### src/rtl/lutram_walk_seq.sv
// Address-walk sequencer for single-port LUTRAM tests: checks INIT contents, writes the complement,
// reads it back and reports pass/fail. Define SEQ_WRITE_PHASE_EN to enable the write/readback phases.
module lutram_walk_seq #(
  parameter int            ADDR_W = 6,
  parameter logic [255:0]  INIT   = 256'hDEADBEEF0150BAD0CAFEF00D0F0FFFFF0123456789ABCDEFFEDCBA9876543210
) (
  input  logic              clk_i,
  input  logic              rst_i,
  input  logic              start_i,
  output logic              ram_we_o,
  output logic [ADDR_W-1:0] ram_addr_o,
  output logic              ram_d_o,
  input  logic              ram_q_i,
  output logic              busy_o,
  output logic              done_o,
  output logic              pass_o,
  output logic [7:0]        err_cnt_o,
  output logic [ADDR_W-1:0] fail_addr_o
);

  // state    | meaning
  // IDLE     | waiting for start_i
  // CHK_INIT | compare read data against INIT, one address per cycle
  // WRITE    | write ~INIT, one address per cycle
  // CHK_WR   | compare read data against ~INIT
  // DONE     | results held until next start_i
  typedef enum logic [2:0] {
    IDLE     = 3'd0,
    CHK_INIT = 3'd1,
`ifdef SEQ_WRITE_PHASE_EN
    WRITE    = 3'd2,
    CHK_WR   = 3'd3,
`endif
    DONE     = 3'd4
  } state_t;

  localparam int DEPTH = 2 ** ADDR_W;
  localparam logic [DEPTH-1:0] INIT_LO = INIT[DEPTH-1:0];

  state_t              state_q, state_d;
  logic [ADDR_W-1:0]   addr_q, addr_d;
  logic                we_q, we_d;
  logic                d_q, d_d;
  logic                busy_q, busy_d;
  logic                done_q, done_d;
  logic                pass_q, pass_d;
  logic [7:0]          err_q, err_d;
  logic [ADDR_W-1:0]   fail_q, fail_d;

  logic                check;
  logic                exp_bit;
  logic                finish;
  logic                last;
  logic [ADDR_W-1:0]   addr_nxt;

  assign last     = &addr_q;
  assign addr_nxt = addr_q + ADDR_W'(1);

  always_comb begin
    state_d = state_q;
    addr_d  = addr_q;
    we_d    = 1'b0;
    d_d     = 1'b0;
    busy_d  = busy_q;
    done_d  = done_q;
    pass_d  = pass_q;
    err_d   = err_q;
    fail_d  = fail_q;
    check   = 1'b0;
    exp_bit = 1'b0;
    finish  = 1'b0;

    case (state_q)
      IDLE, DONE: begin
        if (start_i) begin
          state_d = CHK_INIT;
          addr_d  = '0;
          err_d   = 8'd0;
          fail_d  = '0;
          done_d  = 1'b0;
          pass_d  = 1'b0;
          busy_d  = 1'b1;
        end
      end
      CHK_INIT: begin
        check   = 1'b1;
        exp_bit = INIT_LO[addr_q];
        addr_d  = addr_nxt;
        if (last) begin
`ifdef SEQ_WRITE_PHASE_EN
          state_d = WRITE;
          we_d    = 1'b1;
          d_d     = ~INIT_LO[addr_nxt];
`else
          state_d = DONE;
          finish  = 1'b1;
`endif
        end
      end
`ifdef SEQ_WRITE_PHASE_EN
      WRITE: begin
        addr_d = addr_nxt;
        if (last) begin
          state_d = CHK_WR;
        end else begin
          we_d = 1'b1;
          d_d  = ~INIT_LO[addr_nxt];
        end
      end
      CHK_WR: begin
        check   = 1'b1;
        exp_bit = ~INIT_LO[addr_q];
        addr_d  = addr_nxt;
        if (last) begin
          state_d = DONE;
          finish  = 1'b1;
        end
      end
`endif
      default: state_d = IDLE;
    endcase

    // fail_addr captures only the first mismatch of a walk
    if (check && (ram_q_i != exp_bit)) begin
      if (err_q != 8'hFF) err_d = err_q + 8'd1;
      if (err_q == 8'd0)  fail_d = addr_q;
    end

    if (finish) begin
      busy_d = 1'b0;
      done_d = 1'b1;
      pass_d = (err_d == 8'd0);
    end
  end

  always_ff @(posedge clk_i) begin
    if (rst_i) begin
      state_q <= IDLE;
      addr_q  <= '0;
      we_q    <= 1'b0;
      d_q     <= 1'b0;
      busy_q  <= 1'b0;
      done_q  <= 1'b0;
      pass_q  <= 1'b0;
      err_q   <= 8'd0;
      fail_q  <= '0;
    end else begin
      state_q <= state_d;
      addr_q  <= addr_d;
      we_q    <= we_d;
      d_q     <= d_d;
      busy_q  <= busy_d;
      done_q  <= done_d;
      pass_q  <= pass_d;
      err_q   <= err_d;
      fail_q  <= fail_d;
    end
  end

  assign ram_we_o    = we_q;
  assign ram_addr_o  = addr_q;
  assign ram_d_o     = d_q;
  assign busy_o      = busy_q;
  assign done_o      = done_q;
  assign pass_o      = pass_q;
  assign err_cnt_o   = err_q;
  assign fail_addr_o = fail_q;

endmodule
### config.mk
export PLATFORM = sky130hd
export DESIGN_NAME = lutram_walk_seq
export DESIGN_NICKNAME = d
export VERILOG_FILES = /design/src/rtl/lutram_walk_seq.sv
export SDC_FILE = /design/constraint.sdc
export NUM_CORES = 1
export LEC_CHECK = 0
export ABC_AREA = 1
export CORE_UTILIZATION = 53
export DETAILED_ROUTE_END_ITERATION = 7
export GPL_TIMING_DRIVEN = 0
export PLACE_DENSITY = 0.77
export RECOVER_POWER = 25
export SYNTH_ARGS = -nofsm -noshare
export SYNTH_HDL_FRONTEND = slang
export SYNTH_SLANG_ARGS = --single-unit
### constraint.sdc
create_clock -name clk_i -period 2.5 [get_ports clk_i]
set_clock_uncertainty 0.15 [all_clocks]
set_input_delay 0.5 -clock clk_i [delete_from_list [all_inputs] [get_ports clk_i]]
set_output_delay 0.5 -clock clk_i [all_outputs]
set_load 0.1 [all_outputs]
==> metrics.txt, run 1 <==
# TYPE chip_impl_metric gauge
chip_impl_metric{name="synth_enable_flop_cells",unit=""} 0
chip_impl_metric{name="timing.critical_path.slowest_cell_delay",unit="ps"} 1130
chip_impl_metric{name="register_area",unit="um^2"} 521.8
chip_impl_metric{name="vdd.ir_drop.worst",unit="V"} 0.0002864
chip_impl_metric{name="n_antenna_cell",unit=""} 0
chip_impl_metric{name="synth_seq_area_share",unit=""} 0.3057
chip_impl_metric{name="grt_antenna_before_repair",unit=""} 0
chip_impl_metric{name="multi_input_gate_area_in_the_final_layout",unit="mm^2"} 0.001021
chip_impl_metric{name="numPlacedInstances",unit=""} 334
chip_impl_metric{name="worst_slack_placed",unit="ps"} -454.7
chip_impl_metric{name="timing_worst_slew_pin_value",unit="ps"} 969.6
chip_impl_metric{name="maximum_number_of_pins_on_one_net_before_global_route_repair",unit=""} 16
chip_impl_metric{name="synthToLayoutAreaGrowth",unit="%"} 22.78
chip_impl_info{name="timing.hold.worst_endpoint",value="state_q[2]"} 1
chip_impl_info{name="post_synth_most_frequent_cells",value="83 x sky130_fd_sc_hd__nand2_1, 31 x sky130_fd_sc_hd__inv_1, 27 x sky130_fd_sc_hd__nand3_1, 26 x sky130_fd_sc_hd__dfxtp_1, 23 x sky130_fd_sc_hd__nor2_1"} 1
chip_impl_metric{name="crit_required",unit="ps"} 1850
chip_impl_metric{name="cts_max_path_buffers",unit=""} 2
chip_impl_metric{name="utilization",unit=""} 0.6848
chip_impl_metric{name="synthDistinctLibCells",unit=""} 32
chip_impl_metric{name="power_leakage",unit="nW"} 1.181
chip_impl_metric{name="fin_cells",unit=""} 338
chip_impl_metric{name="detail_route.wirelength",unit="um"} 3783
chip_impl_info{name="yosys.area.top_type",value="sky130_fd_sc_hd__dfxtp_1"} 1
chip_impl_info{name="unrepaired_setup_endpoints_after_global_routing",value="false"} 1
chip_impl_metric{name="die_area",unit="mm^2"} 0.003444
chip_impl_info{name="library_cell_used_as_clock_root_buffer",value="sky130_fd_sc_hd__clkbuf_4"} 1
chip_impl_metric{name="routability_congestion",unit=""} 0.9141
chip_impl_metric{name="post_drt_wl_per_cell",unit="um"} 11.19
chip_impl_metric{name="finalCriticalPeriod",unit="ps"} 2454
chip_impl_metric{name="final-setup-viol-count",unit=""} 0
chip_impl_metric{name="hold_violations",unit=""} 0
chip_impl_metric{name="cts_htree_levels",unit=""} 1
chip_impl_metric{name="detailroute.via_count",unit=""} 1691
chip_impl_metric{name="final_area",unit="mm^2"} 0.002091
chip_impl_info{name="timing.critical_path.cells",value="clkdlybuf4s50_1"} 1
chip_impl_metric{name="synth_top_area_frac",unit=""} 0.3057
chip_impl_metric{name="tritoncts.num_buffers",unit=""} 3
chip_impl_metric{name="number_of_nets_in_the_finished_design",unit=""} 309
chip_impl_metric{name="fillerInstances",unit=""} 305
chip_impl_info{name="cp-start-kind",value="flop"} 1
chip_impl_metric{name="final_antenna_net_count",unit=""} 0
chip_impl_info{name="synth_area_leaders",value="sky130_fd_sc_hd__dfxtp_1 31%, sky130_fd_sc_hd__nand2_1 18%, sky130_fd_sc_hd__nand3_1 7.9%"} 1
chip_impl_metric{name="power.density",unit="mW/mm^2"} 468.6
chip_impl_metric{name="final_layout_size_suffix_gt1_frac",unit=""} 0.07823
chip_impl_metric{name="yosys_warnings",unit=""} 0
chip_impl_metric{name="worstRegToRegCells",unit=""} 15
chip_impl_metric{name="post_cts_hold_buffer_count",unit=""} 0
chip_impl_info{name="critical_path.slowest_cell",value="sky130_fd_sc_hd__clkdlybuf4s50_1"} 1
chip_impl_metric{name="async_flop_share",unit=""} 0
chip_impl_metric{name="total_power",unit="uW"} 979.7
chip_impl_metric{name="synth_area",unit="mm^2"} 0.001703
chip_impl_metric{name="worst_skew_pair.late_latency",unit="ps"} 340
chip_impl_metric{name="grt.overflow.total",unit=""} 0
chip_impl_metric{name="path_buf_inv",unit=""} 1
chip_impl_metric{name="numClockSinks",unit=""} 26
chip_impl_metric{name="detailedRoute.firstIterationViolations",unit=""} 66
chip_impl_metric{name="path_clk_slew",unit="ps"} 140
chip_impl_metric{name="whs_path_depth",unit=""} 2
chip_impl_metric{name="rows",unit=""} 20
chip_impl_metric{name="post-route-worst-setup-slack",unit="ps"} 46.45
chip_impl_info{name="most_frequent_cell_after_synthesis",value="sky130_fd_sc_hd__nand2_1"} 1
chip_impl_info{name="hold_crit_path_type",value="in2reg"} 1
chip_impl_metric{name="grt_util_all_layers",unit=""} 0.2329
chip_impl_info{name="r2r_start",value="state_q[0]"} 1
chip_impl_metric{name="drv.max_cap_violation_count",unit=""} 0
chip_impl_metric{name="die_h",unit="um"} 58.69
chip_impl_info{name="timing.critical_path.to_type",value="primary output"} 1
chip_impl_metric{name="grt_pass1_vias",unit=""} 1431
chip_impl_metric{name="post-route-drc-count",unit=""} 0
chip_impl_metric{name="yosys_register_bits",unit=""} 26
chip_impl_metric{name="slew_headroom",unit=""} 0.3526
chip_impl_info{name="run_status",value="finished, final reports clean"} 1
chip_impl_metric{name="synth_area_per_cell",unit="um^2"} 6.450
chip_impl_metric{name="grt_pass1_wl",unit="um"} 6085
chip_impl_metric{name="synthCells",unit=""} 264
chip_impl_metric{name="whs",unit="ps"} 199.8
chip_impl_metric{name="slew_violations",unit=""} 0
chip_impl_metric{name="worst_path_arrival_time",unit="ps"} 1800
chip_impl_metric{name="maxClockFrequency",unit="GHz"} 0.4076
chip_impl_metric{name="fin_setup_tns",unit="ps"} 0
chip_impl_info{name="tritoncts",value="built"} 1
chip_impl_metric{name="fp.dieW",unit="um"} 58.69
chip_impl_metric{name="initial_utilization",unit=""} 0.5578
chip_impl_info{name="critPathTopFamily",value="buffers and inverters"} 1
chip_impl_metric{name="drt-vias-per-instance",unit=""} 5.003
chip_impl_metric{name="cp_max_fo",unit=""} 2
chip_impl_metric{name="ioPinCount",unit=""} 29
chip_impl_metric{name="timing.final.crit_share",unit=""} 0.9814
chip_impl_info{name="postSynth.topFlopCell",value="sky130_fd_sc_hd__dfxtp_1"} 1
chip_impl_metric{name="rrSetupSlack",unit="ps"} 230
chip_impl_info{name="hold_path_startpoint",value="rst_i"} 1
chip_impl_metric{name="coreArea",unit="mm^2"} 0.003053
chip_impl_metric{name="dp_hpwl",unit="um"} 2854
chip_impl_metric{name="postPlaceCellArea",unit="mm^2"} 0.002014
chip_impl_info{name="path_class",value="reg2out"} 1
chip_impl_metric{name="drt_pass1_iterations",unit=""} 4
chip_impl_metric{name="buffer_ports.inserted",unit=""} 25
==> layout make-up <==
| class | instances | area share |
|---|---|---|
| Clock inverter | 1 | 0.01436 |
| Sequential cell | 26 | 0.2496 |
| Buffer | 8 | 0.02454 |
| Clock buffer | 3 | 0.01077 |
| Multi-Input combinational cell | 197 | 0.4883 |
| Tap cell | 44 | 0.02633 |
| Timing Repair Buffer | 25 | 0.1239 |
| Inverter | 34 | 0.06224 |
==> cell families after synthesis <==
group,synth area share
flip-flops,0.3057
buffers and inverters,0.1065
adder cells (fa/ha/maj),0.07348
XOR/XNOR,0.01029
AO/OA/AOI/OAI,0.09772
AND/OR/NAND/NOR,0.4041
other,0.002202
==> power by group <==
group          internal, mW  switching [mW]  total, mW
Combinational        0.0584           0.186      0.244
Sequential            0.428          0.0128      0.441
Clock                 0.162           0.132      0.295
Total                 0.649           0.331      0.980
==> how the worst max path moves through the flow <==
stage / end / startpoint / cells past startpoint / slack (ps)
finish: ram_addr_o[2] / ram_addr_o[2] / 1 / 50
global route: ram_addr_o[2] / ram_addr_o[2] / 1 / 1
CTS: busy_o / busy_o / 1 / 9
detailed placement: flop / start_i / 13 / -450
global placement: flop / start_i / 13 / -410
floorplan: pass_o / err_cnt_o[1] / 12 / 20
==> placed cells by master, fill, tap and decap left out, types with 2 or more instances in the layout <==
master	netlist	routed
sky130_fd_sc_hd__clkbuf_4	0	3
sky130_fd_sc_hd__nand2_4	3	3
sky130_fd_sc_hd__ha_1	10	10
sky130_fd_sc_hd__conb_1	1	2
sky130_fd_sc_hd__nor3_1	2	2
sky130_fd_sc_hd__nand2_1	83	83
sky130_fd_sc_hd__nand3_1	27	27
sky130_fd_sc_hd__dlymetal6s2s_1	0	10
sky130_fd_sc_hd__buf_4	2	2
sky130_fd_sc_hd__clkbuf_1	3	3
sky130_fd_sc_hd__nand4_1	8	8
sky130_fd_sc_hd__nor2_4	1	3
sky130_fd_sc_hd__clkdlybuf4s50_1	0	2
sky130_fd_sc_hd__a21boi_0	2	2
sky130_fd_sc_hd__dfxtp_1	26	25
sky130_fd_sc_hd__clkinv_2	2	2
sky130_fd_sc_hd__nor2_1	23	22
sky130_fd_sc_hd__nand3b_1	2	2
sky130_fd_sc_hd__inv_1	31	31
sky130_fd_sc_hd__dlygate4sd2_1	0	13
sky130_fd_sc_hd__nor2_2	3	2
sky130_fd_sc_hd__a21oi_1	14	15
sky130_fd_sc_hd__o21ai_0	8	8
==> worst register-to-register path: stages, from the launching register on <==
cell and delay [ps]:
sky130_fd_sc_hd__dfxtp_1 470, sky130_fd_sc_hd__inv_2 120, sky130_fd_sc_hd__nor2_4 170, sky130_fd_sc_hd__nand2_1 70
sky130_fd_sc_hd__nand2_1 60, sky130_fd_sc_hd__nand2_1 120, sky130_fd_sc_hd__nor2_4 180, sky130_fd_sc_hd__inv_1 110
sky130_fd_sc_hd__ha_1 310, sky130_fd_sc_hd__nand3_1 80, sky130_fd_sc_hd__nand3_1 80, sky130_fd_sc_hd__nand2_1 50
sky130_fd_sc_hd__nand2_1 60, sky130_fd_sc_hd__nand2_1 50, sky130_fd_sc_hd__nand2_1 50, sky130_fd_sc_hd__nand2_1 50
==> routing by layer <==
layer / up-vias / global-route usage / part of all wire
li1: 899 / - / -
met1: 753 / 0.2779 / 0.48
met2: 30 / 0.4138 / 0.47
met3: 9 / 0.02637 / 0.027
met4: 0 / 0.1156 / 0.025
met5: - / 0 / 0
==> sequential cells by signal, summed over array words and instances, names as in the netlist, named ones only <==
register,count
err_cnt_o,8
fail_addr_o,6
done_o,1
state_q,2
busy_o,1
ram_addr_o,6
pass_o,1
==> what timing repair did <==
| item | in CTS | in global routing |
|---|---|---|
| buffers inserted | 0 | 0 |
| resized for setup | 14 | 13 |
| endpoints found under the setup margin | 14 | 10 |
Note: power is estimated with default switching activity, not from simulation.
==> run 2: changes to the inputs <==
SKIP_LAST_GASP = 1   (was not set)
==> results of run 2 <==
Same layout as run 1: the final DEF is identical, and so are final timing and power.
==> variant: new RTL, config.mk and constraints of run 2 <==
Build with the macro `SEQ_WRITE_PHASE_EN` defined.
--- a/src/rtl/lutram_walk_seq.sv
+++ b/src/rtl/lutram_walk_seq.sv
@@ -2,2 +2,4 @@
 // reads it back and reports pass/fail. Define SEQ_WRITE_PHASE_EN to enable the write/readback phases.
+`define SEQ_WRITE_PHASE_EN
+
 module lutram_walk_seq #(
Formal check against the unedited RTL: same outputs for any inputs over 10 cycles, from zero or initial values and one cycle with rst_i high; that may be too few to reach the edited logic, so the function may still have changed.
==> variant against run 2 <==
- worst setup slack improved by 0.025 ns
- sequential cell count increased by 3
- count of clock-buffer cells in the layout increased by 2
- design area increased by 21%
- wire length increased by 30%
- critical endpoint is now fail_addr_o[4]
- core utilization decreased by 0.54 points
- synthesized area increased by 22%
- highest routed layer unchanged
- critical path type unchanged
Power is not compared: it rests on default switching activity, and its combinational part moved more than twofold at a synthesized area within 25%.
==> variant: results (changes against run 2) <==
placed_design:
  dp_hpwl_microns: 3660  # was 2850 microns
  dp_slack_ns: -0.478  # was -0.455 ns
  io_buffers: 28  # was 25
  post-place-cells: 398  # was 334
  place.gp.congestion: 0.889  # was 0.914
worst_hold_path:
  hp-start: "fail_addr_o[3]$_SDFF_PP0_"  # was rst_i
  worstHoldPathType: "reg -> reg"  # was in -> reg
grt:
  grt_pass1_wl_microns: 8090  # was 6090 microns
  grt_max_degree: 13  # was 16
  grt_pass1_vias: 1772  # was 1431
  track_usage: 0.250  # was 0.233
yosys:
  ys_top_cells_by_area: "dfxtp_1 (28%), nand2_1 (15%), ha_1 (9.6%)"  # was dfxtp_1 (31%), nand2_1 (18%), nand3_1 (7.9%)
  synthTopCellsByCount: "nand2_1 (85), inv_1 (43), nand3_1 (34), nor2_1 (32), dfxtp_1 (29)"  # was nand2_1 (83), inv_1 (31), nand3_1 (27), dfxtp_1 (26), nor2_1 (23)
  ys_types: 34  # was 32
  yosysSeqAreaShare: 0.279  # was 0.306
finish:
  final_cells: 408  # was 338
  drive_above_1_share: 0.111  # was 0.0782
  nets: 379  # was 309
critical_path:
  r2r_start: "ram_addr_o[1]$_SDFFE_PP0N_"  # was state_q[0]$_SDFFE_PP0P_
  cp-startpoint: "fail_addr_o[4]$_SDFF_PP0_"  # was ram_addr_o[2]$_SDFFE_PP0N_
  reg2reg_slack_ns: 0.18  # was 0.23 ns
  critPathArrivalTime_ns: 1.78  # was 1.80 ns
sta:
  setup_slack_ns: 0.0715  # was 0.0464 ns
  tightest_slew_ns: 0.976  # was 0.970 ns
clocking:
  cts_root_buffer: "clkbuf_8"  # was clkbuf_4
  htreeDepth: 2  # was 1
  clkTransAtPathRegs_ns: 0.07  # was 0.14 ns
  cts_buffers: 5  # was 3
  clk_latency_ns: 0.28  # was 0.34 ns
run_status:
  status: "finished, final reports clean"  # unchanged
drt:
  avgRoutedWirePerCell_microns: 12.0  # was 11.2 microns
  viasPerCell: 5.19  # was 5.00
  drt_iter0_markers: 256  # was 66
  first_pass_iters: 5  # was 4
==> variant: cell count changes after synthesis, sizes merged, moves of 2 or more <==
cell / change
a21oi: -4
dfxtp: +3
o21ai: +12
nand2: +8
nor2: +12
ha: +6
a21boi: -2
a211oi: +2
clkbuf: -3
nand3: +7
inv: +16
==> variant: final timing paths <==
| kind | endpoint | cells past startpoint |
|---|---|---|
| worst min register to register | fail_addr_o[3]$_SDFF_PP0_ | 2 |
| worst min-delay path | fail_addr_o[3]$_SDFF_PP0_ | 2 |
| worst max register to register | flop | 12 |
| worst max-delay path | fail_addr_o[4] | 1 |
==> variant: power by group through the flow <==
stage | registers [mW] | logic (mW) | clock network [mW]
6_report | 0.653 | 1.31 | 0.391
5_1_grt | 0.664 | 1.43 | 0.425
4_1_cts | 0.651 | 1.27 | 0.397
3_5_place_dp | 0.662 | 1.28 | 0
3_3_place_gp | 0.661 | 1.26 | 0
2_1_floorplan | 1.04 | 0.623 | 0
==> variant: kinds of logic after synthesis <==
logic type	Yosys count	share of synthesized area
buffers and inverters	54	0.102
adders and majority gates	16	0.0960
AOI/OAI and AO/OA	39	0.105
DFF	29	0.279
muxes	1	0.00480
xor gates and xnor gates	2	0.0120
and+or+nand+nor	181	0.402
==> variant: metal layers <==
metal | wire (microns) | GRT usage | vias to the layer above
met5 | 0 | 0 | -
met3 | 216 | 0.0511 | 6
met4 | 61 | 0.0833 | 0
met2 | 2150 | 0.361 | 51
li1 | - | - | 1098
met1 | 2490 | 0.365 | 964
==> variant: metrics by stage <==
stage | cell area [sq um] | hold slack, ns
after global placement | 2430 | 0.302
after floorplan | 2090 | 0.344
after detailed placement | 2430 | 0.308
after CTS | 2510 | 0.326
final | 2520 | 0.321
after global routing | 2520 | 0.345
==> variant: timing repair <==
action / in CTS / in global routing
buffers inserted: 0 / 2
resized for setup: 12 / 6
pin swaps: 0 / 1
gates cloned: 0 / 0
endpoints found under the setup margin: 12 / 3
==> variant: area by class of cell <==
class                      count  area, sq um
sequential                    29          586
fill                         359         1190
inverter                      49          186
timing repair buffer          30          289
clock buffer                   5         68.8
tap                           48         60.1
multi-input combinational    239         1280
clock inverter                 3         21.3
buffer                         5         28.8
